File: src/rtl/opensync_fcs_pkg.sv
// Shared constants and types for the opensync transmit-path FCS regeneration stage.
package opensync_fcs_pkg;

    localparam logic [31:0] CRC32_POLY_REFL = 32'hEDB8_8320;
    localparam logic [31:0] CRC32_INIT      = 32'hFFFF_FFFF;
    localparam logic [31:0] CRC32_RESIDUE   = 32'hDEBB_20E3;

    typedef enum logic [1:0] {
        CLS_PRE  = 2'd0,
        CLS_DATA = 2'd1,
        CLS_FCS  = 2'd2
    } byte_class_e;

    typedef enum logic [1:0] {
        ST_IDLE = 2'd0,
        ST_PRE  = 2'd1,
        ST_BODY = 2'd2,
        ST_TAIL = 2'd3
    } fcs_state_e;

    // Per-stage tag travelling with each byte through the delay line
    typedef struct packed {
        logic       is_first;
        logic       is_pre;
        logic       is_long;
        logic       en;
        logic [7:0] data;
    } stage_t;

endpackage

File: src/rtl/opensync_fcs_regenerate_crc32_d8_update.sv
// Combinational reflected CRC-32 update by one byte (LSB-first, Ethernet polynomial).
module crc32_d8_update
    import opensync_fcs_pkg::*;
(
    input  logic [31:0] crc,
    input  logic [7:0]  data,
    output logic [31:0] crc_next_c
);

    always_comb begin
        crc_next_c = crc ^ {24'd0, data};
        for (int i = 0; i < 8; i++) begin
            crc_next_c = crc_next_c[0] ? ((crc_next_c >> 1) ^ CRC32_POLY_REFL)
                                       : (crc_next_c >> 1);
        end
    end

endmodule

File: src/rtl/opensync_fcs_regenerate.sv
// Recomputes Ethernet FCS over frames leaving the correction-field stage and
// substitutes it for the stale trailing FCS; fixed 4-cycle latency, no back-pressure.
module opensync_fcs_regenerate
    import opensync_fcs_pkg::*;
#(
    parameter int unsigned PREAMBLE_BYTES = 8,
    parameter int unsigned CNT_W          = 16
) (
    input  logic             i_clk,
    input  logic             i_rst,
    input  logic [7:0]       iv_data,
    input  logic             i_data_wr,
    input  logic             i_fcs_recalc_en,
    output logic [7:0]       ov_data,
    output logic             o_data_wr,
    output logic             o_fcs_replaced,
    output logic             o_runt,
    output logic [CNT_W-1:0] ov_frame_cnt,
    output logic [CNT_W-1:0] ov_replace_cnt
);

    localparam int unsigned MIN_LEN = PREAMBLE_BYTES + 5;
    localparam int unsigned POS_W   = $clog2(MIN_LEN + 1);
    localparam int unsigned DEPTH   = 4;

    fcs_state_e       state, state_nxt;
    logic [POS_W-1:0] cnt, cnt_nxt, pos_c;
    logic [2:0]       tail_cnt, tail_cnt_nxt;
    logic             en_lat, en_lat_nxt;
    logic             armed;
    logic             start_c, take_c;

    stage_t           stg [1:DEPTH];
    logic [DEPTH:1]   vld;
    stage_t           in_stg_c;

    logic [31:0]      crc, crc_base_c, crc_upd_c;
    logic [2:0]       run_c;
    byte_class_e      cls_c;
    logic             frame_long_c, sub_c, last_in_s3_c;
    logic [7:0]       sub_byte_c;

    // Input-side frame tracking: byte position, latched enable, drop-after-reset guard
    always_comb begin
        state_nxt    = state;
        cnt_nxt      = cnt;
        tail_cnt_nxt = tail_cnt;
        en_lat_nxt   = en_lat;
        start_c      = 1'b0;
        take_c       = 1'b0;
        pos_c        = cnt;
        case (state)
            ST_IDLE, ST_TAIL: begin
                if (state == ST_TAIL) begin
                    tail_cnt_nxt = tail_cnt + 3'd1;
                    if (tail_cnt == 3'd3) state_nxt = ST_IDLE;
                end
                if (i_data_wr && armed) begin
                    start_c    = 1'b1;
                    take_c     = 1'b1;
                    pos_c      = POS_W'(1);
                    cnt_nxt    = POS_W'(1);
                    en_lat_nxt = i_fcs_recalc_en;
                    state_nxt  = (PREAMBLE_BYTES <= 1) ? ST_BODY : ST_PRE;
                end
            end
            ST_PRE, ST_BODY: begin
                if (i_data_wr) begin
                    take_c  = 1'b1;
                    pos_c   = (cnt == POS_W'(MIN_LEN)) ? cnt : cnt + POS_W'(1);
                    cnt_nxt = pos_c;
                    if (state == ST_PRE && pos_c >= POS_W'(PREAMBLE_BYTES)) state_nxt = ST_BODY;
                end else begin
                    state_nxt    = ST_TAIL;
                    tail_cnt_nxt = 3'd0;
                end
            end
            default: state_nxt = ST_IDLE;
        endcase
    end

    always_ff @(posedge i_clk or posedge i_rst) begin
        if (i_rst) begin
            state    <= ST_IDLE;
            cnt      <= '0;
            tail_cnt <= '0;
            en_lat   <= 1'b0;
            armed    <= 1'b0;
        end else begin
            state    <= state_nxt;
            cnt      <= cnt_nxt;
            tail_cnt <= tail_cnt_nxt;
            en_lat   <= en_lat_nxt;
            armed    <= armed | ~i_data_wr;
        end
    end

    always_comb begin
        in_stg_c = '0;
        if (take_c) begin
            in_stg_c.is_first = start_c;
            in_stg_c.is_pre   = (pos_c <= POS_W'(PREAMBLE_BYTES));
            in_stg_c.is_long  = (pos_c >= POS_W'(MIN_LEN));
            in_stg_c.en       = start_c ? i_fcs_recalc_en : en_lat;
            in_stg_c.data     = iv_data;
        end
    end

    // Bytes still following the exiting byte in its frame; fewer than 4 means it is FCS
    always_comb begin
        run_c = 3'd0;
        if (vld[3]) begin
            run_c = 3'd1;
            if (vld[2]) begin
                run_c = 3'd2;
                if (vld[1]) begin
                    run_c = 3'd3;
                    if (take_c) run_c = 3'd4;
                end
            end
        end
    end

    always_comb begin
        cls_c = (run_c == 3'd4) ? (stg[DEPTH].is_pre ? CLS_PRE : CLS_DATA) : CLS_FCS;
        case (run_c)
            3'd0:    frame_long_c = stg[4].is_long;
            3'd1:    frame_long_c = stg[3].is_long;
            3'd2:    frame_long_c = stg[2].is_long;
            default: frame_long_c = stg[1].is_long;
        endcase
        case (run_c)
            3'd3:    sub_byte_c = ~crc[7:0];
            3'd2:    sub_byte_c = ~crc[15:8];
            3'd1:    sub_byte_c = ~crc[23:16];
            default: sub_byte_c = ~crc[31:24];
        endcase
        sub_c        = vld[DEPTH] && (cls_c == CLS_FCS) && stg[DEPTH].en && frame_long_c;
        crc_base_c   = stg[DEPTH].is_first ? CRC32_INIT : crc;
        last_in_s3_c = vld[3] && !vld[2];
    end

    crc32_d8_update u_crc (
        .crc        (crc_base_c),
        .data       (stg[DEPTH].data),
        .crc_next_c (crc_upd_c)
    );

    always_ff @(posedge i_clk or posedge i_rst) begin
        if (i_rst) begin
            for (int i = 1; i <= DEPTH; i++) stg[i] <= '0;
            vld            <= '0;
            crc            <= CRC32_INIT;
            o_fcs_replaced <= 1'b0;
            o_runt         <= 1'b0;
            ov_frame_cnt   <= '0;
            ov_replace_cnt <= '0;
        end else begin
            stg[1] <= in_stg_c;
            for (int i = 2; i <= DEPTH; i++) stg[i] <= stg[i-1];
            vld <= {vld[DEPTH-1:1], take_c};
            if (vld[DEPTH] && cls_c == CLS_DATA) crc <= crc_upd_c;
            else if (vld[DEPTH] && stg[DEPTH].is_first) crc <= CRC32_INIT;
            // Pulses are aligned to the frame's last byte as it moves into stage 4
            o_fcs_replaced <= last_in_s3_c && stg[3].is_long && stg[3].en;
            o_runt         <= last_in_s3_c && !stg[3].is_long;
            if (start_c) ov_frame_cnt <= ov_frame_cnt + CNT_W'(1);
            if (last_in_s3_c && stg[3].is_long && stg[3].en) ov_replace_cnt <= ov_replace_cnt + CNT_W'(1);
        end
    end

    // The first FCS byte exits in the gap cycle itself, so the substitution mux sits after stage 4
    assign o_data_wr = vld[DEPTH];
    assign ov_data   = sub_c ? sub_byte_c : stg[DEPTH].data;

endmodule

File: config.mk
export PLATFORM = sky130hd
export DESIGN_NAME = opensync_fcs_regenerate
export DESIGN_NICKNAME = d
export VERILOG_FILES = /design/src/rtl/opensync_fcs_pkg.sv /design/src/rtl/opensync_fcs_regenerate_crc32_d8_update.sv /design/src/rtl/opensync_fcs_regenerate.sv
export SDC_FILE = /design/constraint.sdc
export NUM_CORES = 1
export LEC_CHECK = 0
export CAP_MARGIN = 20
export CORE_ASPECT_RATIO = 0.8
export CORE_MARGIN = 4
export CORE_UTILIZATION = 50
export CTS_CLUSTER_DIAMETER = 60
export CTS_CLUSTER_SIZE = 24
export DETAILED_ROUTE_END_ITERATION = 6
export GPL_TIMING_DRIVEN = 0
export PLACE_DENSITY = 0.67
export SYNTH_ARGS = -nofsm -noshare
export SYNTH_HDL_FRONTEND = slang
export SYNTH_SLANG_ARGS = --single-unit
File: constraint.sdc
create_clock -name i_clk -period 4.69 [get_ports i_clk]
set_input_delay 0.938 -clock i_clk [delete_from_list [all_inputs] [get_ports i_clk]]
set_output_delay 0.938 -clock i_clk [all_outputs]
set_load 0.01 [all_outputs]
Yosys cells after proc, flatten, opt, wreduce, memory -nomap -nowiden
Index checks and enable logic that the tools add are counted.
Word-level totals
  register bits after elaboration: 129
  input bits: 12
  logic and storage cells: 129
Cells by class
  order comparisons: 3
  eq/ne operators: 16
  bitwise operators: 15
  mux-type cells: 39
  $add $sub $neg: 4
  reduce and logical (&&, ||, !) cells: 21
Operators by type and width (count)
  two-way mux 32 bit: 11
  inverter 13 -> 14 bit: 8
  adder 16 x 1 -> 16 bit, second input constant: 2
  inverter 8 bit: 4
  bitwise XOR 32 x 8 -> 32 bit: 1
  one-hot mux 8 bit (3 select lines): 1
  two-way mux 3 bit: 6
  two-way mux 12 bit: 1
  two-way mux 2 bit: 6
  two-way mux 4 bit: 3
  logical AND 1 bit: 11
  equality test 3 x 2 -> 1 bit, second input constant: 3
  != test 3 bit, second input constant: 3
  >= comparator 4 bit, second input constant: 2
  two-way mux 8 bit: 1
  one-hot mux 4 bit (2 select lines): 1
  equality test 2 bit, second input constant: 3
  one-hot mux 3 bit (2 select lines): 1
  two-way mux 1 bit: 5
  adder 4 x 1 -> 4 bit, second input constant: 1
  equality test 2 x 1 -> 1 bit, second input constant: 2
  equality test 4 bit, second input constant: 1
  less-or-equal comparator 4 bit, second input constant: 1
  != test 2 bit, second input constant: 2
  15 further kinds: 18

Logic depth before layout (Yosys ltp)
  word-level depth: 19
  depth in mapped cells: 9

Cells and area by module
A second synthesis with hierarchy kept.
Second synthesis, totals
  cells, all modules: 481
  area total of the unflattened synthesis: 6204.7 sq um
Modules (own cells, without submodules)
  opensync_fcs_regenerate: cells an instance 419, instances 1, area each 5278.8 sq um
  crc32_d8_update: cells an instance 62, instances 1, area each 925.9 sq um

Worst setup path after synthesis
OpenSTA, ideal clock, no wires.
  path type: input port to output port
  start point: input i_data_wr
  end point: output ov_data[3]
  required time: 3.752 ns
  path buffers: 1
  setup slack: 1.560 ns
  cell stages on the path: 6
  data arrival time: 2.192 ns
  cells stage by stage: o21ai_1 > a21oi_1 > nor3_1 > clkbuf_1 > nand3_1 > o21ai_0
On the way
  longest elaborated chain between the ends: 14
Ends and longest elaborated chain
  start: declaration: line opensync_fcs_regenerate.sv:12  | input logic i_data_wr,
  logical AND 1 bit: line opensync_fcs_regenerate.sv:58  | if (i_data_wr && armed) begin
  two-way mux 1 bit: line opensync_fcs_regenerate.sv:58
  one-hot mux 1 bit (2 select lines) (*): line opensync_fcs_regenerate.sv:52  | case (state)
  two-way mux 3 bit (*): line opensync_fcs_regenerate.sv:118  | if (take_c) run_c = 3'd4;
  two-way mux 3 bit (*): line opensync_fcs_regenerate.sv:116  | if (vld[1]) begin
  two-way mux 3 bit (*): line opensync_fcs_regenerate.sv:114  | if (vld[2]) begin
  two-way mux 3 bit (*): line opensync_fcs_regenerate.sv:112  | if (vld[3]) begin
  equality test 3 bit: line opensync_fcs_regenerate.sv:125  | cls_c = (run_c == 3'd4) ? (stg[DEPTH].is_pre ? CLS_PRE : CLS_DATA) : CLS_FCS;
  two-way mux 2 bit: line opensync_fcs_regenerate.sv:125
  equality test 2 bit: line opensync_fcs_regenerate.sv:138  | sub_c = vld[DEPTH] && (cls_c == CLS_FCS) && stg[DEPTH].en && frame_long_c;
  logical AND 1 bit (3 in a row): line opensync_fcs_regenerate.sv:138
  two-way mux 8 bit (*): line opensync_fcs_regenerate.sv:174  | assign ov_data = sub_c ? sub_byte_c : stg[DEPTH].data;
  end: declaration: line opensync_fcs_regenerate.sv:14  | output logic [7:0] ov_data,
Mark *: on every way between the ends. The rest lies on a longest branch, timed or not.

Worst setup path in the final report
Same ends and word-level chain as after synthesis.

==> out/qor.yml <==
outcome:
  status: "finished clean"
drt:
  antenna_left: 0
  post_drt_wl_per_cell_um: 16.8
  drt_wl_total_um: 13400
  vias: 4355
  drc_errors: 0
  dr.first_iter.drc_count: 290
  first_pass_iters: 5
  vias_per_cell: 5.46
clock_tree:
  htree_levels: 4
  clock_path_buffers: 2
  cts_buffers: 17
  cts_root_buffer: "clkbuf_16"
  postCtsSetupBuffers: 0
  clock_latency_ns: 0.42
  path_clk_slew_ns: 0.06
  cts_sinks: 129
  cts_tree: "built"
sta:
  setup_viol: 0
  maxSlewViolCount: 0
  finalWorstSetupSlack_ns: 0.302
  max_freq_mhz: 228
  fin_crit_ns: 4.39
  finalHoldViolCount: 0
  slew-limit-headroom_pct: 39.5
  skew_ns: 0.0138
  tightest_slew_ns: 0.903
  rsz0062_at_grt: "false"
  period_share_pct: 93.6
setup_path:
  crit_type: "input pin to output port"
  reg2reg_to: "crc[2]"
  critical_path.endpoint_type: "output port"
  crit_fanout: 10
  r2r_setup_slack_ns: 1.98
  crit_arrival_ns: 3.45
  cp-start-kind: "input pin"
  critPathSlowestCell: "clkdlybuf4s50_1"
  required_ns: 3.75
  crit_chain: "clkdlybuf4s50_1 -> o21ai_2 -> a21oi_1 -> nor3_2 -> clkbuf_2 -> nand3_1 -> o21ai_0 -> clkdlybuf4s50_1"
  rr_worst_depth: 8
  r2r-start: "state[0]"
  critPathMaxStageDelay_ns: 0.56
  critical_path.most_common_cell: "clkdlybuf4s50_1"
layout:
  fin_nets: 657
  fillers: 956
  regArea_um2: 3270
  drive_gt1_share_pct: 13.7
  layout_common_cells: "97 x dfrtp_1, 85 x nor2_1, 83 x xnor2_1"
  syn_to_final_growth_pct: 22.5
  multi_input_area_um2: 2580
  antenna_cells: 0
  final_common_cell: "dfrtp_1"
logic_synthesis:
  synth_area_per_cell_um2: 10.7
  synthFlopType: "dfrtp_1"
  ys_seq_area_share_pct: 54.2
  ys_ff_latch: 129
  synth_top_area_share_pct: 40.3
  ys_warn_count: 0
  synth_top_cell_by_area: "dfrtp_1"
  async_flop_share_pct: 100
  synth_area_leaders: "dfrtp_1 40%, dfstp_2 14%, xnor2_1 12%"
  synth_edf_count: 0
  ys_types: 48
  syn-num-nets: 583
  syn-cell-area_um2: 6030
  syn_inst: 562
pwr:
  irDropWorstVdd_v: 0.000326
  power.density_nw_per_um2: 581
  leakagePower_uw: 0.00320
  power_uw: 4290
worst_hold_path:
  min_path_cells: 0
  worstHoldEndpoint: "stg[27]"
  hold_class: "flop to flop"
  hold_path.startpoint: "stg[39]"
floorplan:
  die_w_um: 131
  num_rows: 35
  die_area_um2: 13900
  core_area_um2: 11600
  die_h_um: 106
  pin_count: 55
  initial_core_util_pct: 51.7
global_route:
  antenna_found_initial: 0
  grt_pass1_vias: 4544
  grt_max_degree: 94
  grt_pass1_wl_um: 22500
  overflow: 0
  grt_util_all_layers_pct: 20.8
run:
  drv_cap: 0
place:
  hpwl_um: 9060
  io_buffers: 54
  gp_congestion: 0.946
  dp_slack_ns: -0.257
==> flip-flops by register name, summed over array words and instances, names as in the netlist <==
register / count
ov_frame_cnt: 16
o_fcs_replaced: 1
armed: 1
crc: 32
tail_cnt: 3
o_runt: 1
en_lat: 1
ov_replace_cnt: 16
vld: 4
state: 2
stg: 48
cnt: 4
==> kinds of logic (layout without fill, tap and decap cells) <==
logic type	Yosys count	in the layout	share of synthesized area, %
buffers and inverters	44	131	3.07
multiplexers	4	4	0.727
flip-flops	129	129	54.2
AO/OA/AOI/OAI	86	86	8.53
XOR/XNOR	116	116	18.5
adder cells (fa/ha/maj)	9	9	1.87
AND/OR/NAND/NOR	174	174	13.0
==> synthesized netlist by cell type, types with 6 or more instances <==
library cell  count
nor2_1           85
nand4_1           7
dfstp_2          32
xnor2_1          83
o221ai_1          9
and2_1           11
nand2_1          33
xor2_1           25
o21ai_0          17
buf_2             7
a21oi_1          40
clkbuf_1         14
ha_1              9
nand3_1          17
inv_1            16
dfrtp_1          97
and3_1            6
==> what timing repair did <==
action | in CTS | in global routing
hold buffers | 0 | 0
resized for setup | 1 | 4
hold endpoints to repair | 0 | 0
pin swaps | 0 | 0
setup endpoints to repair | 8 | 7
==> routing by layer <==
metal  vias to the layer above  track usage (%)  part of all wire (%)  wire length [um]
met1                      2148             29.2                    46              6120
met2                       162             30.8                    45              6070
met3                        33             5.68                   6.4               854
met5                         -                0                     0                 0
li1                       2012                -                     -                 -
met4                         0             8.15                   2.4               315
==> how the worst max path moves through the flow <==
stage	start	endpoint	slack [ns]
finish	i_data_wr	ov_data[3]	0.30
global route	i_data_wr	ov_data[3]	0.21
CTS	i_data_wr	ov_data[3]	0.009
detailed placement	i_data_wr	ov_data[3]	-0.26
global placement	i_rst	stg[6]	-1.34
floorplan	i_rst	armed	0.36
==> power by group <==
part	internal, uW	switching [uW]
Clock	803	510
Sequential	1370	164
Combinational	693	751
Total	2860	1420
==> worst max-delay path, delay by kind of cell <==
family	cells	cell delay, ns
AO/OA/AOI/OAI	3	0.48
AND/OR/NAND/NOR	2	0.59
buffers and inverters	3	1.45
==> per-stage QoR <==
step / util, % / instances / hold WS, ns / TNS, ns / instance area (um2)
final: 63.4 / 797 / 0.345 / 0 / 7380
after detailed placement: 58.2 / 765 / 0.335 / -1.38 / 6780
after global placement: 58.0 / 764 / 0.332 / -131.89 / 6750
after CTS: 63.4 / 797 / 0.346 / 0 / 7380
after floorplan: - / 562 / 0.331 / 0 / 6030
after global routing: 63.4 / 797 / 0.359 / 0 / 7380
==> cell type report <==
class	instances	area share [%]
sequential	129	44.3
multi-input combinational	389	35.0
timing repair buffer	55	7.69
clock buffer	18	5.95
tap	148	2.51
clock inverter	14	2.05
buffer	27	1.66
inverter	17	0.932
(Power assumes the default switching activity.)
